[config.mk]
export PLATFORM = sky130hd
export DESIGN_NAME = key_flash_ctrl_flat
export DESIGN_NICKNAME = d
export VERILOG_FILES = /design/src/rtl/key_flash_pkg.sv /design/src/rtl/key_flash_if.sv /design/src/rtl/key_debounce.sv /design/src/rtl/key_flash_ctrl.sv /design/src/flat_wrapper.sv
export SDC_FILE = /design/constraint.sdc
export NUM_CORES = 1
export LEC_CHECK = 0
export ABC_AREA = 0
export BUFFER_PORTS_ARGS = -buffer_cell sky130_fd_sc_hd__buf_2
export CAP_MARGIN = 20
export CORE_MARGIN = 1
export CORE_UTILIZATION = 45
export CTS_BUF_LIST = sky130_fd_sc_hd__clkbuf_4
export CTS_CLUSTER_DIAMETER = 30
export DETAILED_ROUTE_END_ITERATION = 10
export GPL_ROUTABILITY_DRIVEN = 0
export PLACE_DENSITY_LB_ADDON = 0.08
export SETUP_SLACK_MARGIN = 0.02
export SLEW_MARGIN = 20
export SYNTH_ARGS = -nofsm -noshare
export SYNTH_HDL_FRONTEND = slang
export SYNTH_SLANG_ARGS = --single-unit
[constraint.sdc]
create_clock -name sys_clk -period 5.3 [get_ports sys_clk]
set_clock_uncertainty 0.2 [all_clocks]
set_input_delay 0.265 -clock sys_clk [delete_from_list [all_inputs] [get_ports sys_clk]]
set_output_delay 0.265 -clock sys_clk [all_outputs]
set_load 0.005 [all_outputs]
[src/rtl/key_flash_pkg.sv]
// Shared types and default timing constants for the key-driven flash control front end.
package key_flash_pkg;

  typedef enum logic [1:0] {
    IDLE       = 2'd0,
    DB_PRESS   = 2'd1,
    HELD       = 2'd2,
    DB_RELEASE = 2'd3
  } db_state_e;

  localparam int unsigned CLK_HZ      = 50_000_000;
  localparam int unsigned DEBOUNCE_MS = 20;
  localparam int unsigned TIMEOUT_S   = 10;

  localparam int unsigned DEF_DEBOUNCE_CYC = CLK_HZ / 1000 * DEBOUNCE_MS;
  localparam int unsigned DEF_TIMEOUT_CYC  = CLK_HZ * TIMEOUT_S;

endpackage

[src/rtl/key_flash_if.sv]
// Button input and flash-control outputs bundled between the board side and the controller.
interface key_flash_if;
  logic key_n;
  logic press_pulse;
  logic flash_en;

  modport master (output key_n, input press_pulse, input flash_en);
  modport slave  (input key_n, output press_pulse, output flash_en);
endinterface

[src/rtl/key_debounce.sv]
// Push-button synchroniser and debounce FSM; emits a registered one-cycle strobe per qualified press.
module key_debounce
  import key_flash_pkg::*;
#(
  parameter int unsigned DEBOUNCE_CYC = DEF_DEBOUNCE_CYC
) (
  input  logic sys_clk,
  input  logic rst,
  input  logic key_n,
  output logic press_pulse
);

  localparam int unsigned CW = $clog2(DEBOUNCE_CYC);
  localparam logic [CW-1:0] CNT_LAST = CW'(DEBOUNCE_CYC - 1);

  localparam logic [1:0] ST_IDLE       = IDLE;
  localparam logic [1:0] ST_DB_PRESS   = DB_PRESS;
  localparam logic [1:0] ST_HELD       = HELD;
  localparam logic [1:0] ST_DB_RELEASE = DB_RELEASE;

  logic [1:0]    sync_reg;
  logic          key_s;
  logic [1:0]    state_reg, state_next;
  logic [CW-1:0] cnt_reg, cnt_next;
  logic          pulse_reg, pulse_next;

  assign key_s = sync_reg[1];

  always_comb begin
    state_next = state_reg;
    cnt_next   = cnt_reg;
    pulse_next = 1'b0;
    case (state_reg)
      ST_IDLE: begin
        if (!key_s) begin
          state_next = ST_DB_PRESS;
          cnt_next   = '0;
        end
      end
      ST_DB_PRESS: begin
        if (key_s) begin
          state_next = ST_IDLE;
          cnt_next   = '0;
        end else if (cnt_reg == CNT_LAST) begin
          state_next = ST_HELD;
          pulse_next = 1'b1;
        end else begin
          cnt_next = cnt_reg + 1'b1;
        end
      end
      ST_HELD: begin
        if (key_s) begin
          state_next = ST_DB_RELEASE;
          cnt_next   = '0;
        end
      end
      ST_DB_RELEASE: begin
        // Release qualification only returns to IDLE; it never strobes.
        if (!key_s) begin
          state_next = ST_HELD;
          cnt_next   = '0;
        end else if (cnt_reg == CNT_LAST) begin
          state_next = ST_IDLE;
        end else begin
          cnt_next = cnt_reg + 1'b1;
        end
      end
      default: begin
        state_next = ST_IDLE;
        cnt_next   = '0;
      end
    endcase
  end

  always_ff @(posedge sys_clk) begin
    if (rst) begin
      sync_reg  <= 2'b11;
      state_reg <= ST_IDLE;
      cnt_reg   <= '0;
      pulse_reg <= 1'b0;
    end else begin
      sync_reg  <= {sync_reg[0], key_n};
      state_reg <= state_next;
      cnt_reg   <= cnt_next;
      pulse_reg <= pulse_next;
    end
  end

  assign press_pulse = pulse_reg;

endmodule

[src/rtl/key_flash_ctrl.sv]
// Button front end for the LED flasher: each debounced press toggles flash_en, with optional auto-off.
module key_flash_ctrl
  import key_flash_pkg::*;
#(
  parameter int unsigned DEBOUNCE_CYC = DEF_DEBOUNCE_CYC,
  parameter int unsigned TIMEOUT_CYC  = DEF_TIMEOUT_CYC
) (
  input  logic        sys_clk,
  input  logic        rst,
  key_flash_if.slave  bus
);

  localparam int TW = (TIMEOUT_CYC == 0) ? 1 : $clog2(TIMEOUT_CYC + 1);

  logic          db_pulse;
  logic          press_pulse_reg;
  logic          flash_en_reg, flash_en_next;
  logic [TW-1:0] tmo_cnt_reg, tmo_cnt_next;
  logic          expire;

  key_debounce #(
    .DEBOUNCE_CYC (DEBOUNCE_CYC)
  ) u_debounce (
    .sys_clk     (sys_clk),
    .rst         (rst),
    .key_n       (bus.key_n),
    .press_pulse (db_pulse)
  );

  generate
    if (TIMEOUT_CYC == 0) begin : g_no_tmo
      assign expire = 1'b0;
    end else begin : g_tmo
      assign expire = flash_en_reg && (tmo_cnt_reg == TW'(TIMEOUT_CYC - 1));
    end
  endgenerate

  // A press coinciding with expiry toggles an enabled output off, which matches expiry.
  always_comb begin
    flash_en_next = flash_en_reg;
    tmo_cnt_next  = '0;
    if (db_pulse) begin
      flash_en_next = ~flash_en_reg;
    end else if (expire) begin
      flash_en_next = 1'b0;
    end else if (flash_en_reg && (TIMEOUT_CYC != 0)) begin
      tmo_cnt_next = tmo_cnt_reg + 1'b1;
    end
  end

  always_ff @(posedge sys_clk) begin
    if (rst) begin
      press_pulse_reg <= 1'b0;
      flash_en_reg    <= 1'b0;
      tmo_cnt_reg     <= '0;
    end else begin
      press_pulse_reg <= db_pulse;
      flash_en_reg    <= flash_en_next;
      tmo_cnt_reg     <= tmo_cnt_next;
    end
  end

  assign bus.press_pulse = press_pulse_reg;
  assign bus.flash_en    = flash_en_reg;

endmodule

[src/flat_wrapper.sv]
// flat-port wrapper written by rule: the top's interface ports become plain ports
module key_flash_ctrl_flat import key_flash_pkg::*;
#(
  parameter int unsigned DEBOUNCE_CYC = DEF_DEBOUNCE_CYC,
  parameter int unsigned TIMEOUT_CYC  = DEF_TIMEOUT_CYC
)
  (sys_clk, rst, bus_key_n, bus_press_pulse, bus_flash_en);
  key_flash_if bus_i ();
  input  logic sys_clk;
  input  logic rst;
  input wire logic [$bits(bus_i.key_n)-1:0] bus_key_n;
  output wire logic [$bits(bus_i.press_pulse)-1:0] bus_press_pulse;
  output wire logic [$bits(bus_i.flash_en)-1:0] bus_flash_en;
  assign bus_i.key_n = bus_key_n;
  assign bus_press_pulse = bus_i.press_pulse;
  assign bus_flash_en = bus_i.flash_en;
  key_flash_ctrl #(.DEBOUNCE_CYC(DEBOUNCE_CYC), .TIMEOUT_CYC(TIMEOUT_CYC)) u_core (.sys_clk(sys_clk), .rst(rst), .bus(bus_i));
endmodule
==> metrics.csv, run 1 <==
metric,value,unit
Ys Warns,0,
Required @ worst endpoint,5.40,ns
"commonest non-fill, non-tap cell in the layout",dfxtp_1,
vias in the first global route,2097,
CTS tree,done,
Vias,2408,
Post-Syn Nets,336,
Setup Buffers After CTS,0,
Slew @ Worst Pin,0.814,ns
Post-synth EDFFs,0,
gr usage total,0.196,
die span in x,80.4,µm
Crit Path Class,reg -> reg,
worst path arrival time,2.45,ns
Slowest Stage Delay on Critical Path,0.52,ns
nets,333,
Ports,5,
Post-Syn Area per Cell,8.37,µm²
cts bufs inserted,5,
largest net degree at the start of global routing,16,
CTS HTree Levels,2,
dpl hpwl,4.31,mm
Worst VDD drop,0.105,mV
sequential element share of the synthesized area,0.405,
core area,5920,µm²
crit-path max FO,6,
DRC,0,
Final Hold Viols,0,
Slew HR,0.455,
ant diodes,0,
Root Buffer,clkbuf_4,
PD cells,216,nW/µm²
CP Capture Type,flop,
Seq cells post-synth,56,
max_cap viols,0,
die height,80.4,µm
final wirelength,5.90,mm
Design Power,621,µW
number of flip-flops in the largest register,29,
Mapped Area,2770,µm²
RSZ-0062 raised after global routing,false,
setup TNS,0,ns
status,finished clean,
Leakage Power,0.858,nW
share of post-route cells with drive strength above 1,0.0760,
slowest library cell on the worst path,nor4_4,
R2R Setup Slk,2.95,ns
Async SR Flop Fraction,0,
Vias/cell,5.96,
post-CTS resize count,0,
Initial DRT Pass Iterations,4,
Max Slew Vio Count,0,
Initial Utilization,0.468,
per-cell routed wire length,14.6,µm
Die Footprint,6470,µm²
Hold WC Path Type,in -> reg,
Synth cell types,44,
initial antenna violation count,0,
clock net sink count,56,
Layout area overhead,4.02,%
hold buffer count at CTS,1,
post-synthesis cell count,331,
CTS Buffer Depth,2,
later-pin clock latency in the skew report,0.37,ns
final worst path period need,2.35,ns
Max Clock Freq,426,MHz
remaining global-route overflow,0,
Crit path top cell by count,nand4_1,
Post-DRT Antenna Nets,0,
CP cell instances,nand4_1 -> nor4_4 -> nand4_1 -> or4_1 -> o211ai_1,
period utilization,0.443,
First DRT Iteration DRCs,151,
"Primary FF master, synth",dfxtp_1,
Std-Cell Rows,28,
"Clk pin slew, worst setup/hold paths",0.15,ns
number of port buffers,4,
# setup viols final,0,
first-pass GRT wire length,9.83,mm
crit start category,flop,
"commonest cells after routing, fill and taps aside","dfxtp_1 (56), nor2_1 (35), o21ai_0 (27)",
cells in the mapped netlist (all sizes together), types with 2 or more instances:
master  count  area [µm²]
and2        3        18.8
dfxtp      56        1120
or3         4        25.0
xnor2      11        96.3
clkbuf     13        48.8
nor3        9        45.0
or2         3        18.8
nand3b      3        22.5
inv         5        18.8
a22o        3        26.3
nor4       13         139
nor2b       2        12.5
buf         3        27.5
nand2      26         100
nand4      17         106
and4        4        35.0
ha          2        25.0
xor2        8        70.1
or4         5        41.3
and3        5        31.3
nand3      26         130
a311oi      3        26.3
a31oi       3        18.8
a41oi       5        43.8
o21ai      28         151
a21oi      21         105
o31ai       4        30.0
nor2       35         131
o211ai      2        15.0
critical path, delay by kind of cell, from the launching register on:
| family | cells | cell delay [ns] |
|---|---|---|
| AO/OA/AOI/OAI | 1 | 0.09 |
| AND/OR/NAND/NOR | 4 | 1.51 |
| flip-flops | 1 | 0.49 |
power by group:
group	internal [mW]	switching (mW)
Combinational	0.00422	0.00700
Sequential	0.422	0.000785
Clock	0.0617	0.125
Total	0.488	0.133
metrics by stage:
step	hold slack, ns	instances	util	setup slack (ns)	instance area [µm²]
floorplan	0.169	331	-	3.25	2770
global placement	0.192	395	0.475	3.00	2810
detailed placement	0.198	395	0.475	2.97	2810
CTS	0.00847	404	0.486	2.95	2880
global route	0.0225	404	0.486	2.79	2880
finish	0.0159	404	0.486	2.95	2880
path summary, 6_finish.rpt:
check / start / to / cells past startpoint
min: rst / u_core.u_debounce.cnt_reg[8] / 2
max reg2reg: u_core.tmo_cnt_reg[20] / u_core.tmo_cnt_reg[28] / 5
max: u_core.tmo_cnt_reg[20] / u_core.tmo_cnt_reg[28] / 5
min reg2reg: u_core.u_debounce.sync_reg[0] / u_core.u_debounce.sync_reg[1] / 1
per-layer routing:
layer | share of wire | up-vias | track usage
met4 | 0.021 | 0 | 0.0786
met3 | 0.030 | 14 | 0.0420
met1 | 0.46 | 1133 | 0.240
li1 | - | 1221 | -
met2 | 0.49 | 40 | 0.331
met5 | 0 | - | 0
layout make-up:
| class | instances | area (µm²) |
|---|---|---|
| fillers | 593 | 3040 |
| flip-flops and latches | 56 | 1120 |
| well taps | 75 | 93.8 |
| clock buffers | 7 | 52.6 |
| clock inverters | 1 | 3.75 |
| multi-input cells | 254 | 1550 |
| repair buffers | 6 | 37.5 |
| inverters | 5 | 18.8 |
cell families after synthesis:
kind of cell,Yosys count,share of synthesized area
adders and majority gates,2,0.00904
xor gates and xnor gates,19,0.0601
muxes,1,0.00407
and+or+nand+nor,162,0.334
DFF,56,0.405
buffers and inverters,21,0.0343
AOI/OAI and AO/OA,70,0.154
Note: power is estimated with default switching activity, not from simulation.
==> run 2: changes to the inputs <==
==> constraint.sdc (replaced) <==
create_clock -name sys_clk -period 2.2 [get_ports sys_clk]
set_clock_uncertainty 0.2 [all_clocks]
set_input_delay 0.11 -clock sys_clk [delete_from_list [all_inputs] [get_ports sys_clk]]
set_output_delay 0.11 -clock sys_clk [all_outputs]
set_load 0.005 [all_outputs]
==> run 2 against run 1 <==
Net effect:
- final cell count rose by 7.4%
- count of clock-buffer cells in the layout fell by 2
- sequential share of layout area fell by 3.2 points
- design area rose by 9.1%
- via count rose by 4.0%
- utilization rose by 4.4 points
- die area did not move
- wire length rose by 9.1%
- critical endpoint is now u_core.tmo_cnt_reg[11]
- largest cell class unchanged
- highest routed layer unchanged
==> metrics.csv, run 2 (same netlist as run 1, synthesis figures left out) <==
metric,value,unit,change
status,finished clean,,
nets,363,,+9.0%
number of port buffers,4,,unchanged
gr usage total,0.219,,+0.0233
Setup Buffers After CTS,0,,unchanged
Final Util,0.531,,+0.0442
Worst Path Buf+Inv,1,,+1
Max Clock Freq,478,MHz,+12%
Logic pwr share,0.020,,+0.002
die height,80.4,µm,unchanged
"Cell Count, Final, Fillers Out",434,,+7.4%
Sw Share,0.249,,+0.0349
CP top delay family,simple AND/OR/NAND/NOR gates,,
Initial DRT Pass Iterations,4,,unchanged
Slew @ Worst Pin,0.690,ns,-0.124 ns
placed cells,423,,+7.1%
First DRT Iteration DRCs,70,,-54%
CTS Buffer Depth,2,,unchanged
RSZ-0062 raised after global routing,true,,
PD cells,493,nW/µm²,+130%
crit-path max FO,10,,+4
"commonest cells after routing, fill and taps aside","dfxtp_1 (56), nor2_1 (35), buf_4 (29)",,
initial antenna violation count,0,,unchanged
Vias,2504,,+4.0%
share of post-route cells with drive strength above 1,0.164,,+0.0884
vias in the first global route,2319,,+11%
Design Power,1.55,mW,+150%
Post-DRT Antenna Nets,0,,unchanged
DR top layer,met4,,
first-pass GRT wire length,10.9,mm,+11%
Crit Path Class,reg -> reg,,
Slowest Stage Delay on Critical Path,0.56,ns,+0.04 ns
slowest library cell on the worst path,or4_4,,
number of flip-flops in the largest register,29,,unchanged
final wirelength,6.43,mm,+9.1%
remaining global-route overflow,0,,unchanged
metal2 WL,3.16,mm,+10%
"Clk pin slew, worst setup/hold paths",0.18,ns,+0.03 ns
CP Capture Type,flop,,
"commonest non-fill, non-tap cell in the layout",dfxtp_1,,
Leakage Power,1.01,nW,+18%
Ports,5,,unchanged
crit start category,flop,,
later-pin clock latency in the skew report,0.39,ns,+0.02 ns
Layout area overhead,13.5,%,
Internal Power,1.16,mW,+140%
setup TNS,0,ns,unchanged
max_cap viols,0,,unchanged
per-cell routed wire length,14.8,µm,+1.5%
DRC,0,,unchanged
Required @ worst endpoint,2.30,ns,-3.10 ns
clock net sink count,56,,unchanged
met3 WL,107,µm,-39%
sequential share of power,0.658,,-0.023
Fill cells,580,,-2.2%
die span in x,80.4,µm,unchanged
Slew HR,0.538,,+0.0825
core area,5920,µm²,unchanged
wire length on met1,3.10,mm,+13%
Vias/cell,5.77,,-3.2%
dpl hpwl,4.56,mm,+5.7%
Worst VDD drop,0.264,mV,+150%
Die Footprint,6470,µm²,unchanged
cts bufs inserted,5,,unchanged
ant diodes,0,,unchanged
switching power,386,µW,+190%
Final Hold Viols,0,,unchanged
Max Slew Vio Count,0,,unchanged
final worst path period need,2.09,ns,-0.256 ns
clock share of power,0.322,,+0.021
Hold WC Path Type,reg -> reg,,
CP cell instances,or4_4 -> nor4_4 -> nand2_2 -> o21ai_4 -> buf_4 -> nor2_1,,
Root Buffer,clkbuf_4,,
period utilization,0.951,,+0.508
# setup viols final,0,,unchanged
Std-Cell Rows,28,,unchanged
Initial Utilization,0.468,,unchanged
worst path arrival time,2.20,ns,-0.25 ns
CTS HTree Levels,2,,unchanged
largest net degree at the start of global routing,20,,+4
CTS tree,done,,
## run 2: cell types whose count changed in the layout (fill, tap and decap cells not counted), sizes merged
cell	change
buf	+28
clkinvlp	+2
clkinv	-1
clkbuf	-2
dlygate4sd3	+2
inv	+1
## run 2: final timing paths
check	start	slack (ns)	depth (start not counted)	end
worst min-delay path	u_core.u_debounce.sync_reg[0]	0.23	1	u_core.u_debounce.sync_reg[1]
worst max-delay path	u_core.tmo_cnt_reg[11]	0.11	6	u_core.tmo_cnt_reg[11]
worst max register to register	u_core.tmo_cnt_reg[11]	0.11	6	u_core.tmo_cnt_reg[11]
worst min register to register	u_core.u_debounce.sync_reg[0]	0.23	1	u_core.u_debounce.sync_reg[1]
## run 2: power groups by stage
stage,Clock [mW],Combinational (mW),Sequential (mW)
after CTS,0.510,0.0308,1.02
after detailed placement,0,0.0260,1.04
after global placement,0,0.0259,1.04
final,0.498,0.0312,1.02
after global routing,0.549,0.0352,1.02
after floorplan,0,0.0178,1.04
## run 2: final cells by class
| class | count | area, µm² | share of cell area |
|---|---|---|---|
| inverter | 5 | 18.8 | 0.00597 |
| timing repair buffer | 36 | 268 | 0.0852 |
| tap | 75 | 93.8 | 0.0299 |
| clock inverter | 3 | 26.3 | 0.00836 |
| multi-input combinational | 254 | 1580 | 0.502 |
| clock buffer | 5 | 37.5 | 0.0119 |
| sequential | 56 | 1120 | 0.357 |
## run 2: layer usage
metal | vias to the layer above | global-route usage
li1 | 1283 | -
met1 | 1194 | 0.272
met2 | 19 | 0.388
met3 | 8 | 0.0352
met4 | 0 | 0.0607
met5 | - | 0
## run 2: metrics by stage
stage,setup slack (ns),cell area [µm²],hold WS [ns]
floorplan,0.149,2770,0.0138
global placement,0.111,3020,0.0953
detailed placement,0.0444,3020,0.101
CTS,0.0754,3120,0.237
global route,0.0167,3140,0.255
finish,0.107,3140,0.234
## run 2: worst register-to-register path, delay by kind of cell (launching register included)
family	cells	cell delay, ns
compound gates	1	0.17
flops	1	0.35
buf+inv	1	0.19
simple gates	4	1.11
## run 2: what timing repair did
item	CTS	global route
setup endpoints to repair	1	14
hold buffers	3	0
gates resized for setup	1	4
hold endpoints to repair	9	0
cloned	0	0
==> run 3: changes to the inputs <==
==> constraint.sdc (replaced) <==
create_clock -name sys_clk -period 1.89 [get_ports sys_clk]
set_clock_uncertainty 0.2 [all_clocks]
set_input_delay 0.0945 -clock sys_clk [delete_from_list [all_inputs] [get_ports sys_clk]]
set_output_delay 0.0945 -clock sys_clk [all_outputs]
set_load 0.005 [all_outputs]
==> run 3 against run 2 <==
Net effect:
- the flow now finishes with violations (negative setup slack)
- design area increased by 21%
- hold slack about the same
- global-route usage increased by 1.0 points
- sequential share of layout area decreased by 5.5 points
- critical path depth unchanged
==> metrics.csv, run 3 (same netlist as run 1, synthesis figures left out) <==
metric,value,unit,change
worst path arrival time,2.13,ns,-0.07 ns
failing checks,negative setup slack,,
RSZ-0062 raised after global routing,true,,
CP Launch Point,u_core.tmo_cnt_reg[11],,
dpl hpwl,5.08,mm,+11%
Fill cells,509,,-12%
Worst VDD drop,0.293,mV,+11%
crit-path max FO,4,,-6
R2R Setup Slk,-0.16,ns,-0.26 ns
period utilization,1.08,,+0.131
# setup viols final,25,,+25
final worst path period need,2.05,ns,-0.0467 ns
die span in x,80.4,µm,unchanged
"commonest non-fill, non-tap cell in the layout",buf_4,,
vias in the first global route,2409,,+3.9%
initial antenna violation count,0,,unchanged
crit start category,flop,,
Hold WC Path Type,reg -> reg,,
CP top delay family,simple AND/OR/NAND/NOR gates,,
Slew HR,0.680,,+0.142
Final Hold Viols,0,,unchanged
PD cells,491,nW/µm²,-0.39%
Vias,2789,,+11%
Initial DRT Pass Iterations,4,,unchanged
clock net sink count,56,,unchanged
Required @ worst endpoint,1.97,ns,-0.33 ns
first-pass GRT wire length,11.4,mm,+4.8%
Root Buffer,clkbuf_4,,
final wirelength,7.20,mm,+12%
number of port buffers,4,,unchanged
core area,5920,µm²,unchanged
ant diodes,0,,unchanged
Levels on crit path,6,,unchanged
Max Slew Vio Count,0,,unchanged
Post-DRT Antenna Nets,0,,unchanged
slowest library cell on the worst path,or4_4,,
Leakage Power,1.41,nW,+39%
"Clk pin slew, worst setup/hold paths",0.16,ns,-0.02 ns
DRC,0,,unchanged
Initial Utilization,0.468,,unchanged
gr usage total,0.229,,+0.0101
Worst Min Path Start,u_core.u_debounce.sync_reg[0],,
largest net degree at the start of global routing,17,,-15%
number of flip-flops in the largest register,29,,unchanged
later-pin clock latency in the skew report,0.38,ns,about the same
Design Power,1.87,mW,+21%
FF-to-FF path depth,6,,unchanged
Die Footprint,6470,µm²,unchanged
max_cap viols,0,,unchanged
Final Util,0.644,,+0.114
Slew @ Worst Pin,0.479,ns,-0.211 ns
CTS tree,done,,
Layout area overhead,37.8,%,
Ports,5,,unchanged
dpl ws,-0.164,ns,-0.209 ns
worst hold slack,0.234,ns,+0.000330 ns
Worst Setup EP,u_core.tmo_cnt_reg[11],,
share of post-route cells with drive strength above 1,0.394,,+0.229
CP Capture Type,flop,,
Crit Path Class,reg -> reg,,
Final WS setup,-0.156,ns,-0.263 ns
remaining global-route overflow,0,,unchanged
Vias/cell,5.65,,-2.1%
status,"complete, but fails checks",,
worst reg2reg startpoint,u_core.tmo_cnt_reg[11],,
CTS HTree Levels,2,,unchanged
CP cell instances,or4_4 -> nor4_4 -> nand2_2 -> o21ai_4 -> buf_4 -> nor2_1,,
nets,423,,+17%
"commonest cells after routing, fill and taps aside","buf_4 (79), dfxtp_1 (33), nor2_1 (27)",,
First DRT Iteration DRCs,201,,+190%
Std-Cell Rows,28,,unchanged
Max Clock Freq,489,MHz,+2.3%
per-cell routed wire length,14.6,µm,-1.6%
Slowest Stage Delay on Critical Path,0.55,ns,about the same
cts bufs inserted,5,,unchanged
CTS Buffer Depth,2,,unchanged
R2R Path End,u_core.tmo_cnt_reg[11],,
die height,80.4,µm,unchanged
Worst Path Buf+Inv,1,,unchanged
==> run 3: worst register-to-register path: cells and delay by family, from the launching register on <==
family | cells | cell delay [ns]
simple gates | 4 | 1.02
flops | 1 | 0.35
compound gates | 1 | 0.23
buf+inv | 1 | 0.18
==> run 3: stage by stage <==
step	setup TNS [ns]	instances	cell area [µm²]
final	-2.32	494	3810
after global routing	-3.88	494	3810
after CTS	-2.30	486	3600
after detailed placement	-2.84	471	3380
after global placement	-2.04	471	3380
after floorplan	-2.06	331	2770
==> run 3: worst min-delay path by stage <==
| stage | end | slack (ns) | depth (start not counted) |
|---|---|---|---|
| 4_1_cts | u_core.u_debounce.sync_reg[1] | 0.24 | 1 |
| 5_1_grt | u_core.u_debounce.sync_reg[1] | 0.26 | 1 |
| 3_3_place_gp | u_core.u_debounce.sync_reg[0] | 0.08 | 2 |
| 3_5_place_dp | u_core.u_debounce.sync_reg[0] | 0.08 | 2 |
| 6_report | u_core.u_debounce.sync_reg[1] | 0.23 | 1 |
| 2_1_floorplan | u_core.u_debounce.sync_reg[0] | -0.002 | 1 |
==> run 3: what timing repair did <==
| action | 4_1_cts | 5_1_grt |
|---|---|---|
| pin swaps | 10 | 25 |
| buffers inserted | 4 | 9 |
| hold buffers | 3 | 0 |
| endpoints found under the hold margin | 19 | 0 |
| setup endpoints to repair | 37 | 40 |
| resized for setup | 22 | 53 |
==> run 3: where the power goes <==
part           internal [mW]  total (mW)  switching, mW
clock                  0.271       0.641          0.370
combinational         0.0230      0.0484         0.0254
sequential              1.18        1.18        0.00164
total                   1.48        1.87          0.397
==> run 3: cell type report <==
| type | instances | area [µm²] | share of cell area |
|---|---|---|---|
| Clock buffer | 5 | 37.5 | 0.00984 |
| Clock inverter | 3 | 37.5 | 0.00984 |
| Inverter | 5 | 18.8 | 0.00492 |
| Multi-Input combinational cell | 254 | 1710 | 0.448 |
| Sequential cell | 56 | 1150 | 0.302 |
| Tap cell | 75 | 93.8 | 0.0246 |
| Timing Repair Buffer | 96 | 764 | 0.200 |
==> run 3: per-layer routing <==
metal / vias to the layer above / global-route usage / wire, µm
li1: 1401 / - / -
met1: 1315 / 0.333 / 3610
met2: 66 / 0.339 / 3170
met3: 7 / 0.0432 / 335
met4: 0 / 0.0696 / 85
met5: - / 0 / 0
